--- src/rtl/id_stage_pipe_pkg.sv ---
// id_stage_pipe_pkg
// Shared decode constants for the MIPS32 decode stage: primary opcodes,
// SPECIAL funct codes, ALU operation / result-class encodings, the decode
// bundle passed between decode and operand selection, and small immediate
// extension helpers.
package id_stage_pipe_pkg;

  localparam logic        RstEnable = 1'b1;
  localparam logic [31:0] ZeroWord  = 32'h0000_0000;

  // Primary opcodes (inst[31:26])
  localparam logic [5:0] OP_SPECIAL = 6'b000000;
  localparam logic [5:0] OP_ANDI    = 6'b001100;
  localparam logic [5:0] OP_ORI     = 6'b001101;
  localparam logic [5:0] OP_XORI    = 6'b001110;
  localparam logic [5:0] OP_LUI     = 6'b001111;
  localparam logic [5:0] OP_ADDIU   = 6'b001001;
  localparam logic [5:0] OP_LW      = 6'b100011;
  localparam logic [5:0] OP_PREF    = 6'b110011;

  // SPECIAL funct codes (inst[5:0])
  localparam logic [5:0] F_AND  = 6'b100100;
  localparam logic [5:0] F_OR   = 6'b100101;
  localparam logic [5:0] F_XOR  = 6'b100110;
  localparam logic [5:0] F_NOR  = 6'b100111;
  localparam logic [5:0] F_ADDU = 6'b100001;
  localparam logic [5:0] F_SLLV = 6'b000100;
  localparam logic [5:0] F_SRLV = 6'b000110;
  localparam logic [5:0] F_SRAV = 6'b000111;
  localparam logic [5:0] F_SLL  = 6'b000000;
  localparam logic [5:0] F_SRL  = 6'b000010;
  localparam logic [5:0] F_SRA  = 6'b000011;
  localparam logic [5:0] F_SYNC = 6'b001111;
  localparam logic [5:0] F_MOVZ = 6'b001010;
  localparam logic [5:0] F_MOVN = 6'b001011;
  localparam logic [5:0] F_MFHI = 6'b010000;
  localparam logic [5:0] F_MTHI = 6'b010001;
  localparam logic [5:0] F_MFLO = 6'b010010;
  localparam logic [5:0] F_MTLO = 6'b010011;

  // ALU operation encodings
  typedef enum logic [7:0] {
    NOP_OP   = 8'b0000_0000,
    AND_OP   = 8'b0010_0100,
    OR_OP    = 8'b0010_0101,
    XOR_OP   = 8'b0010_0110,
    NOR_OP   = 8'b0010_0111,
    ADDU_OP  = 8'b0010_0001,
    ADDIU_OP = 8'b0101_0110,
    SLL_OP   = 8'b0111_1100,
    SRL_OP   = 8'b0000_0010,
    SRA_OP   = 8'b0000_0011,
    MOVZ_OP  = 8'b0000_1010,
    MOVN_OP  = 8'b0000_1011,
    MFHI_OP  = 8'b0001_0000,
    MTHI_OP  = 8'b0001_0001,
    MFLO_OP  = 8'b0001_0010,
    MTLO_OP  = 8'b0001_0011,
    LW_OP    = 8'b1110_0011
  } alu_op_e;

  // Result class encodings
  typedef enum logic [2:0] {
    RES_NOP        = 3'b000,
    RES_LOGIC      = 3'b001,
    RES_SHIFT      = 3'b010,
    RES_MOVE       = 3'b011,
    RES_ARITH      = 3'b100,
    RES_LOAD_STORE = 3'b111
  } alu_sel_e;

  // Everything the decoder extracts from one instruction word
  typedef struct packed {
    logic        r1_read;
    logic        r2_read;
    logic [31:0] imm;
    logic [7:0]  aluop;
    logic [2:0]  alusel;
    logic [4:0]  dest;
    logic        wreg;
    logic        is_load;
    logic        valid;
    logic        movz;
    logic        movn;
  } decode_t;

  function automatic logic [31:0] sign_ext16(input logic [15:0] v);
    return {{16{v[15]}}, v};
  endfunction

  function automatic logic [31:0] zero_ext16(input logic [15:0] v);
    return {16'h0000, v};
  endfunction

endpackage

--- src/rtl/id_stage_pipe_if.sv ---
// id_stage_pipe_if
// Bundle of every decode-stage signal except clock and reset.
//   master : IF/ID side, regfile and forwarding network (drives *_in)
//   slave  : the decode stage itself (drives *_out)
interface id_stage_pipe_if #(
  parameter int DATA_W   = 32,
  parameter int RADDR_W  = 5,
  parameter int NUM_FWD  = 2,
  parameter int ALUOP_W  = 8,
  parameter int ALUSEL_W = 3
);
  logic                       stall_in;
  logic                       flush_in;
  logic [31:0]                pc_in;
  logic [31:0]                inst_in;
  logic [DATA_W-1:0]          rs_data_in;
  logic [DATA_W-1:0]          rt_data_in;
  logic [NUM_FWD-1:0]         fwd_wreg_in;
  logic [NUM_FWD*RADDR_W-1:0] fwd_addr_in;
  logic [NUM_FWD*DATA_W-1:0]  fwd_data_in;
  logic                       ex_is_load_in;

  logic                       rs_read_out;
  logic                       rt_read_out;
  logic [RADDR_W-1:0]         rs_addr_out;
  logic [RADDR_W-1:0]         rt_addr_out;
  logic                       stall_req_out;
  logic [31:0]                ex_pc_out;
  logic [ALUOP_W-1:0]         ex_aluop_out;
  logic [ALUSEL_W-1:0]        ex_alusel_out;
  logic [DATA_W-1:0]          ex_src1_out;
  logic [DATA_W-1:0]          ex_src2_out;
  logic [RADDR_W-1:0]         ex_dest_addr_out;
  logic                       ex_wreg_out;
  logic                       ex_is_load_out;
  logic                       ex_inst_valid_out;

  modport master (
    output stall_in, flush_in, pc_in, inst_in, rs_data_in, rt_data_in,
           fwd_wreg_in, fwd_addr_in, fwd_data_in, ex_is_load_in,
    input  rs_read_out, rt_read_out, rs_addr_out, rt_addr_out, stall_req_out,
           ex_pc_out, ex_aluop_out, ex_alusel_out, ex_src1_out, ex_src2_out,
           ex_dest_addr_out, ex_wreg_out, ex_is_load_out, ex_inst_valid_out
  );

  modport slave (
    input  stall_in, flush_in, pc_in, inst_in, rs_data_in, rt_data_in,
           fwd_wreg_in, fwd_addr_in, fwd_data_in, ex_is_load_in,
    output rs_read_out, rt_read_out, rs_addr_out, rt_addr_out, stall_req_out,
           ex_pc_out, ex_aluop_out, ex_alusel_out, ex_src1_out, ex_src2_out,
           ex_dest_addr_out, ex_wreg_out, ex_is_load_out, ex_inst_valid_out
  );
endinterface

--- src/rtl/id_stage_pipe_fwd_mux.sv ---
// fwd_mux
// Resolves one source operand of the decode stage.
//   read_en   : operand comes from a register (1) or the immediate (0)
//   addr      : register number being read
//   reg_data  : register file value for addr
//   imm       : decoded immediate
//   fwd_*     : packed forwarding sources, index 0 youngest
//   operand   : resolved value
module fwd_mux #(
  parameter int NUM_FWD = 2,
  parameter int DATA_W  = 32,
  parameter int RADDR_W = 5
) (
  input  logic                       read_en,
  input  logic [RADDR_W-1:0]         addr,
  input  logic [DATA_W-1:0]          reg_data,
  input  logic [DATA_W-1:0]          imm,
  input  logic [NUM_FWD-1:0]         fwd_wreg,
  input  logic [NUM_FWD*RADDR_W-1:0] fwd_addr,
  input  logic [NUM_FWD*DATA_W-1:0]  fwd_data,
  output logic [DATA_W-1:0]          operand
);

  // $0 is hard-wired zero no matter what is in flight. The scan runs from
  // the oldest source down so that the youngest matching source is the
  // last one written and therefore wins.
  always_comb begin
    operand = reg_data;
    if (!read_en) begin
      operand = imm;
    end else if (addr == '0) begin
      operand = '0;
    end else begin
      for (int i = NUM_FWD - 1; i >= 0; i--) begin
        if (fwd_wreg[i] && (fwd_addr[i*RADDR_W +: RADDR_W] == addr)) begin
          operand = fwd_data[i*DATA_W +: DATA_W];
        end
      end
    end
  end

endmodule

--- src/rtl/id_stage_pipe.sv ---
// id_stage_pipe
// MIPS32 decode stage: decodes the instruction in ID, drives register file
// read ports, resolves operands through the forwarding network, raises a
// load-use stall request and registers the result into the ID/EX register.
//   clk, rst : clock and synchronous active-high reset
//   bus      : id_stage_pipe_if slave port carrying all data/control
module id_stage_pipe
  import id_stage_pipe_pkg::*;
#(
  parameter int DATA_W   = 32,
  parameter int RADDR_W  = 5,
  parameter int NUM_FWD  = 2,
  parameter int ALUOP_W  = 8,
  parameter int ALUSEL_W = 3
) (
  input logic           clk,
  input logic           rst,
  id_stage_pipe_if.slave bus
);

  logic [5:0]  op;
  logic [5:0]  funct;
  logic [4:0]  rs;
  logic [4:0]  rt;
  logic [4:0]  rd;
  logic [4:0]  shamt;
  logic [15:0] imm16;

  assign op    = bus.inst_in[31:26];
  assign rs    = bus.inst_in[25:21];
  assign rt    = bus.inst_in[20:16];
  assign rd    = bus.inst_in[15:11];
  assign shamt = bus.inst_in[10:6];
  assign funct = bus.inst_in[5:0];
  assign imm16 = bus.inst_in[15:0];

  decode_t dec;

  // Register-form SPECIAL instructions require a zero shamt field; the
  // immediate-shift forms are only recognised with rs and the upper opcode
  // bits all zero. Anything unmatched stays a bubble-like NOP.
  always_comb begin
    dec = '0;
    if (op == OP_SPECIAL && shamt == 5'd0) begin
      case (funct)
        F_AND, F_OR, F_XOR, F_NOR: begin
          dec.r1_read = 1'b1;
          dec.r2_read = 1'b1;
          dec.dest    = rd;
          dec.wreg    = 1'b1;
          dec.valid   = 1'b1;
          dec.alusel  = RES_LOGIC;
          dec.aluop   = (funct == F_AND) ? AND_OP :
                        (funct == F_OR)  ? OR_OP  :
                        (funct == F_XOR) ? XOR_OP : NOR_OP;
        end
        F_SLLV, F_SRLV, F_SRAV: begin
          dec.r1_read = 1'b1;
          dec.r2_read = 1'b1;
          dec.dest    = rd;
          dec.wreg    = 1'b1;
          dec.valid   = 1'b1;
          dec.alusel  = RES_SHIFT;
          dec.aluop   = (funct == F_SLLV) ? SLL_OP :
                        (funct == F_SRLV) ? SRL_OP : SRA_OP;
        end
        F_ADDU: begin
          dec.r1_read = 1'b1;
          dec.r2_read = 1'b1;
          dec.dest    = rd;
          dec.wreg    = 1'b1;
          dec.valid   = 1'b1;
          dec.alusel  = RES_ARITH;
          dec.aluop   = ADDU_OP;
        end
        F_MOVZ, F_MOVN: begin
          dec.r1_read = 1'b1;
          dec.r2_read = 1'b1;
          dec.dest    = rd;
          dec.valid   = 1'b1;
          dec.alusel  = RES_MOVE;
          dec.movz    = (funct == F_MOVZ);
          dec.movn    = (funct == F_MOVN);
          dec.aluop   = (funct == F_MOVZ) ? MOVZ_OP : MOVN_OP;
        end
        F_MFHI, F_MFLO: begin
          dec.dest   = rd;
          dec.wreg   = 1'b1;
          dec.valid  = 1'b1;
          dec.alusel = RES_MOVE;
          dec.aluop  = (funct == F_MFHI) ? MFHI_OP : MFLO_OP;
        end
        F_MTHI, F_MTLO: begin
          dec.r1_read = 1'b1;
          dec.dest    = rd;
          dec.valid   = 1'b1;
          dec.aluop   = (funct == F_MTHI) ? MTHI_OP : MTLO_OP;
        end
        F_SYNC: begin
          dec.r2_read = 1'b1;
          dec.dest    = rd;
          dec.valid   = 1'b1;
        end
        default: ;
      endcase
    end
    if (bus.inst_in[31:21] == 11'd0 &&
        (funct == F_SLL || funct == F_SRL || funct == F_SRA)) begin
      dec.r1_read = 1'b0;
      dec.r2_read = 1'b1;
      dec.imm     = {27'd0, shamt};
      dec.dest    = rd;
      dec.wreg    = 1'b1;
      dec.valid   = 1'b1;
      dec.alusel  = RES_SHIFT;
      dec.aluop   = (funct == F_SLL) ? SLL_OP :
                    (funct == F_SRL) ? SRL_OP : SRA_OP;
    end
    case (op)
      OP_ANDI, OP_ORI, OP_XORI: begin
        dec.r1_read = 1'b1;
        dec.imm     = zero_ext16(imm16);
        dec.dest    = rt;
        dec.wreg    = 1'b1;
        dec.valid   = 1'b1;
        dec.alusel  = RES_LOGIC;
        dec.aluop   = (op == OP_ANDI) ? AND_OP :
                      (op == OP_ORI)  ? OR_OP  : XOR_OP;
      end
      OP_LUI: begin
        dec.r1_read = 1'b1;
        dec.imm     = {imm16, 16'h0000};
        dec.dest    = rt;
        dec.wreg    = 1'b1;
        dec.valid   = 1'b1;
        dec.alusel  = RES_LOGIC;
        dec.aluop   = OR_OP;
      end
      OP_ADDIU: begin
        dec.r1_read = 1'b1;
        dec.imm     = sign_ext16(imm16);
        dec.dest    = rt;
        dec.wreg    = 1'b1;
        dec.valid   = 1'b1;
        dec.alusel  = RES_ARITH;
        dec.aluop   = ADDIU_OP;
      end
      OP_LW: begin
        dec.r1_read = 1'b1;
        dec.imm     = sign_ext16(imm16);
        dec.dest    = rt;
        dec.wreg    = 1'b1;
        dec.is_load = 1'b1;
        dec.valid   = 1'b1;
        dec.alusel  = RES_LOAD_STORE;
        dec.aluop   = LW_OP;
      end
      OP_PREF: begin
        dec.dest  = rt;
        dec.valid = 1'b1;
      end
      default: ;
    endcase
  end

  logic [DATA_W-1:0] imm_w;
  logic [DATA_W-1:0] src1;
  logic [DATA_W-1:0] src2;

  assign imm_w           = DATA_W'(dec.imm);
  assign bus.rs_read_out = dec.r1_read;
  assign bus.rt_read_out = dec.r2_read;
  assign bus.rs_addr_out = RADDR_W'(rs);
  assign bus.rt_addr_out = RADDR_W'(rt);

  fwd_mux #(.NUM_FWD(NUM_FWD), .DATA_W(DATA_W), .RADDR_W(RADDR_W)) u_rs_mux (
    .read_en  (dec.r1_read),
    .addr     (bus.rs_addr_out),
    .reg_data (bus.rs_data_in),
    .imm      (imm_w),
    .fwd_wreg (bus.fwd_wreg_in),
    .fwd_addr (bus.fwd_addr_in),
    .fwd_data (bus.fwd_data_in),
    .operand  (src1)
  );

  fwd_mux #(.NUM_FWD(NUM_FWD), .DATA_W(DATA_W), .RADDR_W(RADDR_W)) u_rt_mux (
    .read_en  (dec.r2_read),
    .addr     (bus.rt_addr_out),
    .reg_data (bus.rt_data_in),
    .imm      (imm_w),
    .fwd_wreg (bus.fwd_wreg_in),
    .fwd_addr (bus.fwd_addr_in),
    .fwd_data (bus.fwd_data_in),
    .operand  (src2)
  );

  // Conditional moves decide their write enable from the forwarded rt value,
  // so a just-produced zero/non-zero is seen without waiting for writeback.
  logic wreg_final;
  always_comb begin
    wreg_final = dec.wreg;
    if (dec.movz) begin
      wreg_final = (src2 == '0);
    end else if (dec.movn) begin
      wreg_final = (src2 != '0);
    end
  end

  // A load in EX cannot forward its data in time; any read of its
  // destination (other than $0) must wait one cycle.
  logic [RADDR_W-1:0] ex_dest;
  logic               load_hit;
  assign ex_dest  = bus.fwd_addr_in[RADDR_W-1:0];
  assign load_hit = (dec.r1_read && ex_dest == bus.rs_addr_out) ||
                    (dec.r2_read && ex_dest == bus.rt_addr_out);
  assign bus.stall_req_out = (rst != RstEnable) && bus.ex_is_load_in &&
                             bus.fwd_wreg_in[0] && (ex_dest != '0) && load_hit;

  // ID/EX register: reset and flush beat a downstream hold, a downstream
  // hold beats our own stall request, and a stall request inserts a bubble.
  always_ff @(posedge clk) begin
    if (rst == RstEnable || bus.flush_in || (!bus.stall_in && bus.stall_req_out)) begin
      bus.ex_pc_out         <= ZeroWord;
      bus.ex_aluop_out      <= ALUOP_W'(NOP_OP);
      bus.ex_alusel_out     <= ALUSEL_W'(RES_NOP);
      bus.ex_src1_out       <= '0;
      bus.ex_src2_out       <= '0;
      bus.ex_dest_addr_out  <= '0;
      bus.ex_wreg_out       <= 1'b0;
      bus.ex_is_load_out    <= 1'b0;
      bus.ex_inst_valid_out <= 1'b0;
    end else if (!bus.stall_in) begin
      bus.ex_pc_out         <= bus.pc_in;
      bus.ex_aluop_out      <= ALUOP_W'(dec.aluop);
      bus.ex_alusel_out     <= ALUSEL_W'(dec.alusel);
      bus.ex_src1_out       <= src1;
      bus.ex_src2_out       <= src2;
      bus.ex_dest_addr_out  <= RADDR_W'(dec.dest);
      bus.ex_wreg_out       <= wreg_final;
      bus.ex_is_load_out    <= dec.is_load;
      bus.ex_inst_valid_out <= dec.valid;
    end
  end

endmodule
--- src/flat_wrapper.sv ---
// flat-port wrapper written by rule: the top's interface ports become plain ports
module id_stage_pipe_flat import id_stage_pipe_pkg::*;
#(
  parameter int DATA_W   = 32,
  parameter int RADDR_W  = 5,
  parameter int NUM_FWD  = 2,
  parameter int ALUOP_W  = 8,
  parameter int ALUSEL_W = 3
)
  (clk, rst, bus_stall_in, bus_flush_in, bus_pc_in, bus_inst_in, bus_rs_data_in, bus_rt_data_in, bus_fwd_wreg_in, bus_fwd_addr_in, bus_fwd_data_in, bus_ex_is_load_in, bus_rs_read_out, bus_rt_read_out, bus_rs_addr_out, bus_rt_addr_out, bus_stall_req_out, bus_ex_pc_out, bus_ex_aluop_out, bus_ex_alusel_out, bus_ex_src1_out, bus_ex_src2_out, bus_ex_dest_addr_out, bus_ex_wreg_out, bus_ex_is_load_out, bus_ex_inst_valid_out);
  id_stage_pipe_if #(.DATA_W(DATA_W), .RADDR_W(RADDR_W), .NUM_FWD(NUM_FWD), .ALUOP_W(ALUOP_W), .ALUSEL_W(ALUSEL_W)) bus_i ();
  input logic clk;
  input logic rst;
  input wire logic [$bits(bus_i.stall_in)-1:0] bus_stall_in;
  input wire logic [$bits(bus_i.flush_in)-1:0] bus_flush_in;
  input wire logic [$bits(bus_i.pc_in)-1:0] bus_pc_in;
  input wire logic [$bits(bus_i.inst_in)-1:0] bus_inst_in;
  input wire logic [$bits(bus_i.rs_data_in)-1:0] bus_rs_data_in;
  input wire logic [$bits(bus_i.rt_data_in)-1:0] bus_rt_data_in;
  input wire logic [$bits(bus_i.fwd_wreg_in)-1:0] bus_fwd_wreg_in;
  input wire logic [$bits(bus_i.fwd_addr_in)-1:0] bus_fwd_addr_in;
  input wire logic [$bits(bus_i.fwd_data_in)-1:0] bus_fwd_data_in;
  input wire logic [$bits(bus_i.ex_is_load_in)-1:0] bus_ex_is_load_in;
  output wire logic [$bits(bus_i.rs_read_out)-1:0] bus_rs_read_out;
  output wire logic [$bits(bus_i.rt_read_out)-1:0] bus_rt_read_out;
  output wire logic [$bits(bus_i.rs_addr_out)-1:0] bus_rs_addr_out;
  output wire logic [$bits(bus_i.rt_addr_out)-1:0] bus_rt_addr_out;
  output wire logic [$bits(bus_i.stall_req_out)-1:0] bus_stall_req_out;
  output wire logic [$bits(bus_i.ex_pc_out)-1:0] bus_ex_pc_out;
  output wire logic [$bits(bus_i.ex_aluop_out)-1:0] bus_ex_aluop_out;
  output wire logic [$bits(bus_i.ex_alusel_out)-1:0] bus_ex_alusel_out;
  output wire logic [$bits(bus_i.ex_src1_out)-1:0] bus_ex_src1_out;
  output wire logic [$bits(bus_i.ex_src2_out)-1:0] bus_ex_src2_out;
  output wire logic [$bits(bus_i.ex_dest_addr_out)-1:0] bus_ex_dest_addr_out;
  output wire logic [$bits(bus_i.ex_wreg_out)-1:0] bus_ex_wreg_out;
  output wire logic [$bits(bus_i.ex_is_load_out)-1:0] bus_ex_is_load_out;
  output wire logic [$bits(bus_i.ex_inst_valid_out)-1:0] bus_ex_inst_valid_out;
  assign bus_i.stall_in = bus_stall_in;
  assign bus_i.flush_in = bus_flush_in;
  assign bus_i.pc_in = bus_pc_in;
  assign bus_i.inst_in = bus_inst_in;
  assign bus_i.rs_data_in = bus_rs_data_in;
  assign bus_i.rt_data_in = bus_rt_data_in;
  assign bus_i.fwd_wreg_in = bus_fwd_wreg_in;
  assign bus_i.fwd_addr_in = bus_fwd_addr_in;
  assign bus_i.fwd_data_in = bus_fwd_data_in;
  assign bus_i.ex_is_load_in = bus_ex_is_load_in;
  assign bus_rs_read_out = bus_i.rs_read_out;
  assign bus_rt_read_out = bus_i.rt_read_out;
  assign bus_rs_addr_out = bus_i.rs_addr_out;
  assign bus_rt_addr_out = bus_i.rt_addr_out;
  assign bus_stall_req_out = bus_i.stall_req_out;
  assign bus_ex_pc_out = bus_i.ex_pc_out;
  assign bus_ex_aluop_out = bus_i.ex_aluop_out;
  assign bus_ex_alusel_out = bus_i.ex_alusel_out;
  assign bus_ex_src1_out = bus_i.ex_src1_out;
  assign bus_ex_src2_out = bus_i.ex_src2_out;
  assign bus_ex_dest_addr_out = bus_i.ex_dest_addr_out;
  assign bus_ex_wreg_out = bus_i.ex_wreg_out;
  assign bus_ex_is_load_out = bus_i.ex_is_load_out;
  assign bus_ex_inst_valid_out = bus_i.ex_inst_valid_out;
  id_stage_pipe #(.DATA_W(DATA_W), .RADDR_W(RADDR_W), .NUM_FWD(NUM_FWD), .ALUOP_W(ALUOP_W), .ALUSEL_W(ALUSEL_W)) u_core (.clk(clk), .rst(rst), .bus(bus_i));
endmodule
--- config.mk ---
export PLATFORM = sky130hd
export DESIGN_NAME = id_stage_pipe_flat
export DESIGN_NICKNAME = d
export VERILOG_FILES = /design/src/rtl/id_stage_pipe_pkg.sv /design/src/rtl/id_stage_pipe_if.sv /design/src/rtl/id_stage_pipe_fwd_mux.sv /design/src/rtl/id_stage_pipe.sv /design/src/flat_wrapper.sv
export SDC_FILE = /design/constraint.sdc
export NUM_CORES = 1
export LEC_CHECK = 0
export CAP_MARGIN = 20
export CORE_ASPECT_RATIO = 0.7
export CORE_MARGIN = 5
export CORE_UTILIZATION = 45
export CTS_CLUSTER_SIZE = 28
export DETAILED_ROUTE_END_ITERATION = 16
export GPL_TIMING_DRIVEN = 0
export PLACE_DENSITY = 0.88
export RECOVER_POWER = 50
export SYNTH_ARGS = -nofsm -noshare
export SYNTH_HDL_FRONTEND = slang
export SYNTH_SLANG_ARGS = --single-unit
export TNS_END_PERCENT = 20
--- constraint.sdc ---
create_clock -name clk -period 8.7 [get_ports clk]
set_input_delay 0.87 -clock clk [delete_from_list [all_inputs] [get_ports clk]]
set_output_delay 0.87 -clock clk [all_outputs]
set_load 0.005 [all_outputs]
### Word-level counts from Yosys, hierarchy flattened

Cells that the tools add are included.

| operators by class | value |
|---|---|
| equality and inequality tests | 28 |
| reductions and logical operators | 41 |
| multiplexer cells | 41 |
| bitwise logic cells | 1 |

Operator list:

| kind | number |
|---|---|
| $mux W32 | 8 |
| $pmux W43 S4 | 1 |
| $mux W51 | 1 |
| $eq A6 B4 Y1 const B | 8 |
| $pmux W8 S6 | 1 |
| $eq A6 B6 Y1 const B | 7 |
| $mux W8 | 5 |
| $logic_not A32 Y1 | 1 |
| $reduce_bool A32 Y1 | 1 |
| $eq A6 B5 Y1 const B | 4 |
| $eq A5 B5 Y1 | 4 |
| $eq A6 B3 Y1 const B | 3 |
| $mux W17 | 1 |
| $logic_not A5 Y1 | 3 |
| $mux W1 | 15 |
| $reduce_or A15 Y1 | 1 |
| $logic_and A1 B1 Y1 | 13 |
| $eq A6 B2 Y1 const B | 2 |
| $logic_not A6 Y1 | 2 |
| $pmux W3 S4 | 1 |
| $reduce_or A12 Y1 | 1 |
| $logic_not A11 Y1 | 1 |
| $reduce_or A11 Y1 | 1 |
| $mux W2 | 5 |
| 12 further kinds | 21 |

| word-level totals | value |
|---|---|
| output and inout port bits | 128 |
| flip-flop bits (word level) | 115 |

### Depth between registers and ports, before layout

Gate-level depths: netlist of run 1.

| logic depth | value |
|---|---|
| depth after elaboration | 13 |
| mapped depth | 13 |
| mapped depth without buffers | 9 |

### Cells and area by module

From an unflattened synthesis of run 1, not the netlist that was laid out.

| second synthesis, totals | value |
|---|---|
| cells, all modules | 920 |
| area, all modules | 7673.6 sq um |

Modules (own cells, without submodules):

| module | sequential area each (sq um) | instances | area each (sq um) | cells an instance |
|---|---|---|---|---|
| id_stage_pipe | 2302.2 | 1 | 5464.0 | 602 |
| fwd_mux | 0.0 | 2 | 1104.8 | 159 |

### Least setup slack after synthesis of run 1

OpenSTA, ideal clock, no wires.

| timing path | value |
|---|---|
| kind | input to output |
| start point | in bus_inst_in[6] |
| end point | out bus_stall_req_out |
| stages on the path | 7 |
| slack | 4.993 ns |
| arrival | 2.837 ns |
| buffers on the path | 1 |
| cell sequence | or4_1 > or3_1 > clkbuf_1 > a211o_1 > a2111oi_0 > o2111ai_1 > nor2_1 |

| on the way | value |
|---|---|
| word-level cells in the longest chain between the ends | 8 |
| elaborated cells between the ends (all ways) | 9 |

RTL lines:

| element | line | text |
|---|---|---|
| start: declaration | flat_wrapper.sv:17 | `input wire logic [$bits(bus_i.inst_in)-1:0] bus_inst_in;` |
| $logic_not A5 Y1 * | id_stage_pipe.sv:44 | `if (op == OP_SPECIAL && shamt == 5'd0) begin` |
| $logic_and A1 B1 Y1 * | id_stage_pipe.sv:44 |  |
| $mux W2 * | id_stage_pipe.sv:44 |  |
| $mux W51 * | id_stage_pipe.sv:107 | `if (bus.inst_in[31:21] == 11'd0 &&` |
| $mux W1 | id_stage_pipe.sv:119 | `case (op)` |
| $logic_and A1 B1 Y1 | id_stage_pipe.sv:215 | `assign load_hit = (dec.r1_read && ex_dest == bus.rs_addr_out) \|\|` |
| $logic_or A1 B1 Y1 * | id_stage_pipe.sv:215 |  |
| $logic_and A1 B1 Y1 * | id_stage_pipe.sv:218 | `bus.fwd_wreg_in[0] && (ex_dest != '0) && load_hit;` |
| end: declaration | flat_wrapper.sv:28 | `output wire logic [$bits(bus_i.stall_req_out)-1:0] bus_stall_req_out;` |

Mark *: on every way between the ends. The rest lies on a longest branch, timed or not.

### Final worst setup path of run 1

| timing path | value |
|---|---|
| start point | in bus_inst_in[27] |
| end point | out bus_stall_req_out |

| on the way | value |
|---|---|
| word-level cells in the longest chain between the ends | 8 |
| elaborated cells between the ends (all ways) | 18 |

RTL lines:

| element | line |
|---|---|
| $logic_not A6 Y1 | id_stage_pipe.sv:44 |
| $logic_and A1 B1 Y1 | id_stage_pipe.sv:44 |
| $mux W2 | id_stage_pipe.sv:44 |
| $mux W51 | id_stage_pipe.sv:107 |
| $mux W1 | id_stage_pipe.sv:119 |
| $logic_and A1 B1 Y1 | id_stage_pipe.sv:215 |
| $logic_or A1 B1 Y1 * | id_stage_pipe.sv:215 |
| $logic_and A1 B1 Y1 * | id_stage_pipe.sv:218 |

Marks and branches as above.

==> results.sh, run 1 <==
export IMPL_yosysTopAreaCellShare=0.332
export IMPL_crit_buf_inv=2
export IMPL_viasPerCell=6.07
export IMPL_cts_buffers=17
export IMPL_yosys_top_cells_area="sky130_fd_sc_hd__dfxtp_1, sky130_fd_sc_hd__nor2_1, sky130_fd_sc_hd__mux2i_1"
export IMPL_netlist_instances=915
export IMPL_cts_hold_buffers_added=0
export IMPL_p_int_mw=1.12
export IMPL_postSynth_asyncResetShare=0
export IMPL_postCtsResizedCells=0
export IMPL_drc=0
export IMPL_hp_class="reg2reg"
export IMPL_layout_nets=1475
export IMPL_largest_fanout_on_the_critical_path=8
export IMPL_overflow=0
export IMPL_route_vias_total=8975
export IMPL_grt_start_max_net_pins=17
export IMPL_yosysWarningCount=0
export IMPL_fp_row_count=38
export IMPL_vdd_ir_drop_max_mv=0.143
export IMPL_grt_util_all_layers=0.362
export IMPL_crit_chain="clkdlybuf4s50_1 > or3b_2 > a211oi_1 > nor2_1 > a2111oi_0 > o2111ai_1 > nor2_1 > clkdlybuf4s50_1"
export IMPL_final_layout_size_suffix_gt1_frac=0.0524
export IMPL_preCtsSetupSlack_ps=3510
export IMPL_post_dp_hpwl_um=27200
export IMPL_combinationalPowerShare=0.195
export IMPL_clock_path_buffers=2
export IMPL_grt_setup_unrepaired="false"
export IMPL_postRouteAntennaNets=0
export IMPL_antenna_found_initial=0
export IMPL_final_report_max_slew_violation_count=0
export IMPL_syn_cell_area_um2=6940
export IMPL_boundaryPins=337
export IMPL_area_growth_synth_to_final_pct=60.1
export IMPL_cts_sinks=115
export IMPL_fin_total_pwr_mw=1.57
export IMPL_floorplan_core_area_um2=15300
export IMPL_die_width_um=158
export IMPL_max_cap_violations=0
export IMPL_final_setup_worst_slack_ps=3350
export IMPL_antennaDiodeCount=0
export IMPL_skew_ps=0
export IMPL_startpoint_type="input port"
export IMPL_synthDistinctLibCells=54
export IMPL_clk_transition_reported_paths_ps=60
export IMPL_starting_density_of_the_core=0.453
export IMPL_report_final_setup_viol=0
export IMPL_setup_total_neg_slack_ps=0
export IMPL_hold_viol=0
export IMPL_die_h_um=114
export IMPL_clk_root_buffer_cell="sky130_fd_sc_hd__clkbuf_16"
export IMPL_vias_in_the_first_global_route=8519
export IMPL_mostFrequentLayoutCell="sky130_fd_sc_hd__clkdlybuf4s50_1"
export IMPL_postLayoutCoreUtil=0.725
export IMPL_synth_top_cell_by_area="sky130_fd_sc_hd__dfxtp_1"
export IMPL_ys_flop_type="sky130_fd_sc_hd__dfxtp_1"
export IMPL_layout_common_cells="sky130_fd_sc_hd__clkdlybuf4s50_1, sky130_fd_sc_hd__nor2_1, sky130_fd_sc_hd__dlygate4sd3_1, sky130_fd_sc_hd__dfxtp_1, sky130_fd_sc_hd__mux2i_1"
export IMPL_number_of_levels_the_h_tree_was_split_into=4
export IMPL_critical_path_arrival_ps=4480
export IMPL_setup_crit_path_kind="in2out"
export IMPL_tightestPinTransition_ps=1140
export IMPL_standard_cell_with_the_maximum_stage_delay_on_the_critical_path="sky130_fd_sc_hd__a211oi_1"
export IMPL_cts_tree="yes"
export IMPL_port_buffers=332
export IMPL_critPathTopFamily="compound AO/OA/AOI/OAI gates"
export IMPL_fin_hold_ws_ps=467
export IMPL_min_period_over_period=0.615
export IMPL_timing_critical_path_slowest_cell_delay_ps=960
export IMPL_status="complete, no violations"
export IMPL_crit_required_ps=7830
export IMPL_switching_share=0.287
export IMPL_routed_wire_length_per_instance_um=22.9
export IMPL_detail_route_iter0_violations=1083
export IMPL_ys_seq_area_frac=0.332
export IMPL_drtPass1Iterations=6
export IMPL_finalCriticalPeriod_ps=5350
export IMPL_max_clock_freq_mhz=187
export IMPL_floorplan_die_area_um2=18000
export IMPL_clk_insertion_delay_late_ps=410
export IMPL_clkPwrFrac=0.460
export IMPL_end_kind="output port"
export IMPL_routed_wl_um=33900
export IMPL_pwr_density_cell_nw_per_um2=142
export IMPL_post_cts_buffers=0
export IMPL_max_slew_margin=0.234
export IMPL_gp_congestion=1.07
export IMPL_leakagePower_nw=4.39
export IMPL_synth_seq_cells=115
export IMPL_net_switching_component_of_the_power_mw=0.451
export IMPL_number_of_enable_flip_flop_cells_after_synthesis=0
export IMPL_grt_first_pass_wirelength_um=50000
export IMPL_syn_nets=1124
export IMPL_p_seq_frac=0.345
export IMPL_syn_avg_cell_area_um2=7.58
## final cells by class
class / instances / area [um2]
plain buffers: 90 / 438
multi-input cells: 696 / 4150
fillers: 1193 / 4210
inverters: 14 / 52.6
repair buffers: 332 / 3320
clock buffers: 17 / 425
clock inverters: 15 / 168
flip-flops and latches: 115 / 2300
well taps: 200 / 250
## path summary, 6_finish.rpt
path | slack (ps) | depth (start not counted) | endpoint | startpoint
worst min register to register | 470 | 2 | u_core.bus.ex_aluop_out[3] | u_core.bus.ex_aluop_out[3]
worst max register to register | 7830 | 3 | u_core.bus.ex_wreg_out | u_core.bus.ex_wreg_out
worst max-delay path | 3350 | 8 | bus_stall_req_out | bus_inst_in[27]
worst min-delay path | 470 | 2 | u_core.bus.ex_aluop_out[3] | u_core.bus.ex_aluop_out[3]
## through the flow
step / instance area (um2) / cells
2_1_floorplan: 6940 / 915
3_3_place_gp: 10500 / 1447
3_5_place_dp: 10500 / 1447
4_1_cts: 11100 / 1479
5_1_grt: 11100 / 1479
6_report: 11100 / 1479
## worst reg2reg max path, stage by stage (launching register included)
cell and delay (ps):
sky130_fd_sc_hd__dfxtp_1 310, sky130_fd_sc_hd__nor2_1 120, sky130_fd_sc_hd__nor3_1 60, sky130_fd_sc_hd__mux2_2 270
## state kept, by name, indices dropped and copies added, names as in the netlist
| name | flops |
|---|---|
| u_core.bus.ex_aluop_out | 8 |
| u_core.bus.ex_alusel_out | 3 |
| u_core.bus.ex_dest_addr_out | 5 |
| u_core.bus.ex_inst_valid_out | 1 |
| u_core.bus.ex_is_load_out | 1 |
| u_core.bus.ex_pc_out | 32 |
| u_core.bus.ex_src1_out | 32 |
| u_core.bus.ex_src2_out | 32 |
| u_core.bus.ex_wreg_out | 1 |
## per-layer routing
metal  wire length (um)  vias to the layer above  share of wire  track usage
met5                  0                        -              0            0
met4               1210                        0          0.036        0.118
met3               4370                       94           0.13        0.101
met2              14600                      664           0.43        0.551
met1              13700                     4183           0.40        0.498
li1                   -                     4034              -            -
## kinds of logic after synthesis
logic type | synth area share
XOR/XNOR | 0.0265
AO/OA/AOI/OAI | 0.241
buffers and inverters | 0.0707
multiplexers | 0.101
flip-flops | 0.332
AND/OR/NAND/NOR | 0.229
## power by group through the flow
stage / combinational (mW) / clock, mW / sequential, mW
after global routing: 0.322 / 0.747 / 0.544
final: 0.306 / 0.724 / 0.543
after global placement: 0.298 / 0 / 0.554
after detailed placement: 0.302 / 0 / 0.555
after floorplan: 0.117 / 0 / 0.555
after CTS: 0.304 / 0.721 / 0.543
## synth_stat cells (all sizes together), types with 2 or more instances
cell type and number:
nor2 191, dfxtp 115, mux2i 69, a21oi 67, clkbuf 63, nand2 51
a211oi 41, o21ai 34, a31oi 30, nor3 28, buf 27, nand4 17
a22oi 14, inv 14, xnor2 14, nand3 13, a221oi 11, nor4 9
or3 8, a211o 7, a311oi 7, o211ai 7, xor2 7, a21o 6
a2bb2oi 6, or4 6, a22o 5, and3 4, nand2b 4, nand3b 4
or3b 4, a2111oi 3, and2 3, nor2b 3, a21bo 2, a21boi 2
a311o 2, and4 2, nor3b 2, nor4b 2, or2 2
Note: power is estimated with default switching activity, not from simulation.
==> run 2: changes to the inputs <==
CORE_UTILIZATION = 37   (was 45)
PLACE_DENSITY = 0.77   (was 0.88)
clock period = 4.4 ns   (was 8.7 ns; I/O delays follow)
==> run 2 against run 1 <==
Net effect:
- clock power is 77% higher
- die area grew 20%
- highest routed layer unchanged
- total power rose by 88%
- critical endpoint unchanged
- combinational power increased by 100%
- clock-buffer cell count did not move
- final cell count up 2.4%
==> results.sh, run 2 (synthesis results as in run 1) <==
export IMPL_max_cap_violations=0
export IMPL_clk_transition_reported_paths_ps=60
export IMPL_antenna_found_initial=0
export IMPL_status="complete, no violations"
export IMPL_pwr_density_cell_nw_per_um2=267
export IMPL_postRouteAntennaNets=0
export IMPL_skew_ps=0
export IMPL_layout_nets=1475
export IMPL_boundaryPins=337
export IMPL_cts_tree="yes"
export IMPL_finalCriticalPeriod_ps=4170
export IMPL_die_h_um=125
export IMPL_critical_path_arrival_ps=3730
export IMPL_max_clock_freq_mhz=240
export IMPL_fin_hold_ws_ps=464
export IMPL_route_vias_total=8829
export IMPL_antennaDiodeCount=0
export IMPL_crit_required_ps=3960
export IMPL_routed_wire_length_per_instance_um=23.2
export IMPL_postLayoutCoreUtil=0.609
export IMPL_grt_first_pass_wirelength_um=51800
export IMPL_cts_hold_buffers_added=0
export IMPL_fin_total_pwr_mw=2.97
export IMPL_globalRouteMet1Util=0.412
export IMPL_report_final_setup_viol=0
export IMPL_cts_buffers=17
export IMPL_setup_crit_path_kind="in2out"
export IMPL_clk_insertion_delay_late_ps=420
export IMPL_cts_sinks=115
export IMPL_die_width_um=174
export IMPL_mostFrequentLayoutCell="sky130_fd_sc_hd__clkdlybuf4s50_1"
export IMPL_preCtsSetupSlack_ps=-70.5
export IMPL_number_of_levels_the_h_tree_was_split_into=4
export IMPL_use_met2=0.456
export IMPL_top_usage_layer="met2"
export IMPL_numPlacedInstances=1483
export IMPL_fp_row_count=41
export IMPL_layout_top_registers="u_core.bus.ex_pc_out (32), u_core.bus.ex_src1_out (32), u_core.bus.ex_src2_out (32)"
export IMPL_hp_class="reg2reg"
export IMPL_startpoint_type="input port"
export IMPL_final_layout_size_suffix_gt1_frac=0.0532
export IMPL_starting_density_of_the_core=0.381
export IMPL_port_buffers=332
export IMPL_groute_layer_met3_usage=0.122
export IMPL_floorplan_die_area_um2=21600
export IMPL_detail_route_iter0_violations=923
export IMPL_min_period_over_period=0.947
export IMPL_final_setup_worst_slack_ps=231
export IMPL_gp_congestion=0.989
export IMPL_final_report_max_slew_violation_count=0
export IMPL_setup_total_neg_slack_ps=0
export IMPL_post_dp_hpwl_um=28000
export IMPL_grt_start_max_net_pins=17
export IMPL_vias_in_the_first_global_route=8458
export IMPL_tightestPinTransition_ps=826
export IMPL_overflow=0
export IMPL_hold_viol=0
export IMPL_floorplan_core_area_um2=18200
export IMPL_post_cts_buffers=0
export IMPL_postCtsResizedCells=1
export IMPL_vdd_ir_drop_max_mv=0.218
export IMPL_leakagePower_nw=4.36
export IMPL_clk_root_buffer_cell="sky130_fd_sc_hd__clkbuf_16"
export IMPL_clock_path_buffers=2
export IMPL_largest_fanout_on_the_critical_path=6
export IMPL_post_route_standard_cell_area_excluding_fillers_um2=11100
export IMPL_routed_wl_um=35200
export IMPL_max_slew_margin=0.450
export IMPL_layout_common_cells="sky130_fd_sc_hd__clkdlybuf4s50_1, sky130_fd_sc_hd__nor2_1, sky130_fd_sc_hd__dlygate4sd3_1, sky130_fd_sc_hd__dfxtp_1, sky130_fd_sc_hd__mux2i_1"
export IMPL_area_growth_synth_to_final_pct=59.9
export IMPL_viasPerCell=5.83
export IMPL_grt_setup_unrepaired="false"
export IMPL_final_cells=1514
export IMPL_end_kind="output port"
export IMPL_drtPass1Iterations=7
export IMPL_final_fill_count=1674
export IMPL_detailed_place_area_um2=10600
export IMPL_drc=0
export IMPL_grt_util_all_layers=0.308
==> run 2: cell types whose count changed in the layout (fill, tap and decap cells not counted), sizes merged <==
cell / previous run / this run
clkinvlp: 1 / 4
bufinv: 2 / 0
inv: 22 / 20
==> run 2: report_power, final <==
part | total [mW] | switching [mW] | leakage, nW | internal, mW
clock | 1.28 | 0.560 | 0.253 | 0.721
sequential | 1.07 | 0.0107 | 0.932 | 1.06
combinational | 0.611 | 0.305 | 3.17 | 0.306
total | 2.97 | 0.875 | 4.36 | 2.09
==> run 2: layout make-up <==
type / count / area, um2 / area share
plain buffers: 90 / 438 / 0.0395
clock buffers: 17 / 425 / 0.0383
clock inverters: 14 / 103 / 0.00925
inverters: 14 / 52.6 / 0.00474
multi-input cells: 696 / 4160 / 0.375
flip-flops and latches: 115 / 2300 / 0.207
well taps: 236 / 295 / 0.0266
repair buffers: 332 / 3320 / 0.300
==> run 2: critical path: stages <==
cell and delay, ps:
sky130_fd_sc_hd__clkdlybuf4s50_1 570, sky130_fd_sc_hd__or4_1 620, sky130_fd_sc_hd__or3_1 320, sky130_fd_sc_hd__clkbuf_1 210
sky130_fd_sc_hd__a211o_1 370, sky130_fd_sc_hd__a2111oi_2 380, sky130_fd_sc_hd__o2111ai_1 190, sky130_fd_sc_hd__nor2_1 120
sky130_fd_sc_hd__clkdlybuf4s50_1 510
==> run 2: per-layer routing <==
metal / part of all wire / wire length [um]
met3: 0.14 / 5020
met2: 0.42 / 14800
met4: 0.028 / 973
met5: 0 / 0
met1: 0.41 / 14300
==> run 2: worst paths after layout <==
path,start,to,slack [ps],cells after the start
setup reg to reg,u_core.bus.ex_wreg_out,u_core.bus.ex_wreg_out,3520,3
hold / removal,u_core.bus.ex_aluop_out[3],u_core.bus.ex_aluop_out[3],460,2
setup / recovery,bus_inst_in[8],bus_stall_req_out,230,9
hold reg to reg,u_core.bus.ex_aluop_out[3],u_core.bus.ex_aluop_out[3],460,2
==> run 3: changes to the inputs <==
GPL_ROUTABILITY_DRIVEN = 0   (was default)
GPL_TIMING_DRIVEN = default   (was 0)
==> run 3 against run 2 <==
Net effect:
- first-iteration DRC count fell by 2.5%
- largest power group unchanged
- worst setup slack lost 30 ps
- total power up 4.7%
- routed wire length fell by 6.8%
==> results.sh, run 3 (synthesis results as in run 1) <==
export IMPL_status="complete, no violations"
export IMPL_wl_met1_um=13800
export IMPL_area_growth_synth_to_final_pct=59.4
export IMPL_dr_wl_met2_um=14400
export IMPL_detailed_place_area_um2=10500
export IMPL_report_final_setup_viol=0
export IMPL_cts_buffers=17
export IMPL_layout_nets=1423
export IMPL_layout_top_registers="u_core.bus.ex_pc_out (32), u_core.bus.ex_src1_out (32), u_core.bus.ex_src2_out (32)"
export IMPL_final_report_max_slew_violation_count=0
export IMPL_floorplan_die_area_um2=21600
export IMPL_hp_class="reg2reg"
export IMPL_max_clock_freq_mhz=238
export IMPL_setup_crit_path_kind="in2out"
export IMPL_overflow=0
export IMPL_die_h_um=125
export IMPL_boundaryPins=337
export IMPL_cts_tree="yes"
export IMPL_vdd_ir_drop_max_mv=0.222
export IMPL_drc=0
export IMPL_timing_critical_path_slowest_cell_delay_ps=600
export IMPL_vias_in_the_first_global_route=8092
export IMPL_post_dp_hpwl_um=25100
export IMPL_clk_insertion_delay_late_ps=420
export IMPL_pwr_density_cell_nw_per_um2=281
export IMPL_antenna_found_initial=2
export IMPL_net_switching_component_of_the_power_mw=0.888
export IMPL_routed_wl_um=32800
export IMPL_port_buffers=336
export IMPL_starting_density_of_the_core=0.381
export IMPL_routed_wire_length_per_instance_um=22.4
export IMPL_route_vias_total=8537
export IMPL_finalCriticalPeriod_ps=4200
export IMPL_clkPwrFrac=0.463
export IMPL_fp_row_count=41
export IMPL_crit_required_ps=3960
export IMPL_end_kind="output port"
export IMPL_critPathTopFamily="simple AND/OR/NAND/NOR gates"
export IMPL_clk_root_buffer_cell="sky130_fd_sc_hd__clkbuf_16"
export IMPL_p_int_mw=2.22
export IMPL_startpoint_type="input port"
export IMPL_min_period_over_period=0.954
export IMPL_critical_path_arrival_ps=3760
export IMPL_grt_setup_unrepaired="false"
export IMPL_grt_first_pass_wirelength_um=49100
export IMPL_max_cap_violations=0
export IMPL_combinationalPowerShare=0.191
export IMPL_postRouteAntennaNets=0
export IMPL_post_cts_buffers=0
export IMPL_setup_total_neg_slack_ps=0
export IMPL_timing_critical_path_mode_cell="sky130_fd_sc_hd__clkdlybuf4s50_1"
export IMPL_grt_util_all_layers=0.288
export IMPL_skew_ps=0
export IMPL_layout_common_cells="sky130_fd_sc_hd__clkdlybuf4s50_1, sky130_fd_sc_hd__nor2_1, sky130_fd_sc_hd__dlygate4sd3_1, sky130_fd_sc_hd__dfxtp_1, sky130_fd_sc_hd__mux2i_1"
export IMPL_crit_buf_inv=2
export IMPL_grt_start_max_net_pins=68
export IMPL_postCtsResizedCells=0
export IMPL_final_layout_size_suffix_gt1_frac=0.0652
export IMPL_hold_viol=0
export IMPL_max_slew_margin=0.388
export IMPL_detailroute_wirelength_met3_um=4040
export IMPL_largest_fanout_on_the_critical_path=6
export IMPL_number_of_levels_the_h_tree_was_split_into=4
export IMPL_p_seq_frac=0.346
export IMPL_floorplan_core_area_um2=18200
export IMPL_drtPass1Iterations=6
export IMPL_crit_chain="clkdlybuf4s50_1 > or4_1 > or3_1 > a211o_1 > a2111oi_1 > o2111ai_1 > nor2_1 > clkdlybuf4s50_1"
export IMPL_leakagePower_nw=4.39
export IMPL_switching_share=0.286
export IMPL_tightestPinTransition_ps=918
export IMPL_antennaDiodeCount=0
export IMPL_cts_sinks=115
export IMPL_clock_path_buffers=2
export IMPL_clk_transition_reported_paths_ps=60
export IMPL_detail_route_iter0_violations=900
export IMPL_post_route_standard_cell_area_excluding_fillers_um2=11100
export IMPL_top_layer_used="met5"
export IMPL_standard_cell_with_the_maximum_stage_delay_on_the_critical_path="sky130_fd_sc_hd__or4_1"
export IMPL_mostFrequentLayoutCell="sky130_fd_sc_hd__clkdlybuf4s50_1"
export IMPL_viasPerCell=5.84
export IMPL_die_width_um=174
export IMPL_cts_hold_buffers_added=0
run 3: cell count changes in the layout (fill, tap and decap cells not counted), moves of 3 or more:
cell	delta
sky130_fd_sc_hd__buf_12	+3
sky130_fd_sc_hd__buf_6	-7
sky130_fd_sc_hd__buf_2	-8
sky130_fd_sc_hd__clkdlybuf4s50_1	+4
sky130_fd_sc_hd__buf_4	+21
sky130_fd_sc_hd__clkbuf_1	-62
run 3: per-stage QoR:
stage | setup WS [ps] | power [mW] | std cells | utilization | hold WS [ps]
after floorplan | 1410 | 1.33 | 915 | - | 457
after global placement | 348 | 1.68 | 1431 | 0.575 | 454
after detailed placement | 210 | 1.68 | 1431 | 0.575 | 461
after CTS | 177 | 3.11 | 1463 | 0.607 | 469
after global routing | 10.7 | 3.21 | 1463 | 0.607 | 487
final | 201 | 3.11 | 1463 | 0.607 | 463
run 3: tightest hold or removal path: stages (launching register included):
cell and delay [ps]:
sky130_fd_sc_hd__dfxtp_1 310, sky130_fd_sc_hd__nand2_1 60, sky130_fd_sc_hd__a21oi_1 50
run 3: power by group through the flow:
stage	logic [mW]	registers [mW]	clock network [mW]
2_1_floorplan	0.232	1.10	0
3_3_place_gp	0.583	1.10	0
3_5_place_dp	0.588	1.10	0
4_1_cts	0.592	1.07	1.45
5_1_grt	0.628	1.08	1.50
6_report	0.594	1.07	1.44
run 3: path summary, 6_finish.rpt:
check                                                start                          to  slack [ps]  depth (start not counted)
worst max register to register      u_core.bus.ex_wreg_out      u_core.bus.ex_wreg_out        3420                          3
worst min-delay path            u_core.bus.ex_aluop_out[3]  u_core.bus.ex_aluop_out[3]         460                          2
worst max-delay path                        bus_inst_in[6]           bus_stall_req_out         200                          8
worst min register to register  u_core.bus.ex_aluop_out[3]  u_core.bus.ex_aluop_out[3]         460                          2
run 3: area by class of cell:
class	count	area, um2
tap	236	295
sequential	115	2300
fill	1634	7150
clock buffer	17	425
multi-input combinational	696	4170
inverter	14	52.6
timing repair buffer	370	3650
clock inverter	15	169
run 3: per-layer routing:
metal,GRT usage,vias to the layer above
met5,0,-
met4,0.0726,4
met3,0.106,62
met2,0.441,574
met1,0.386,3976
li1,-,3921
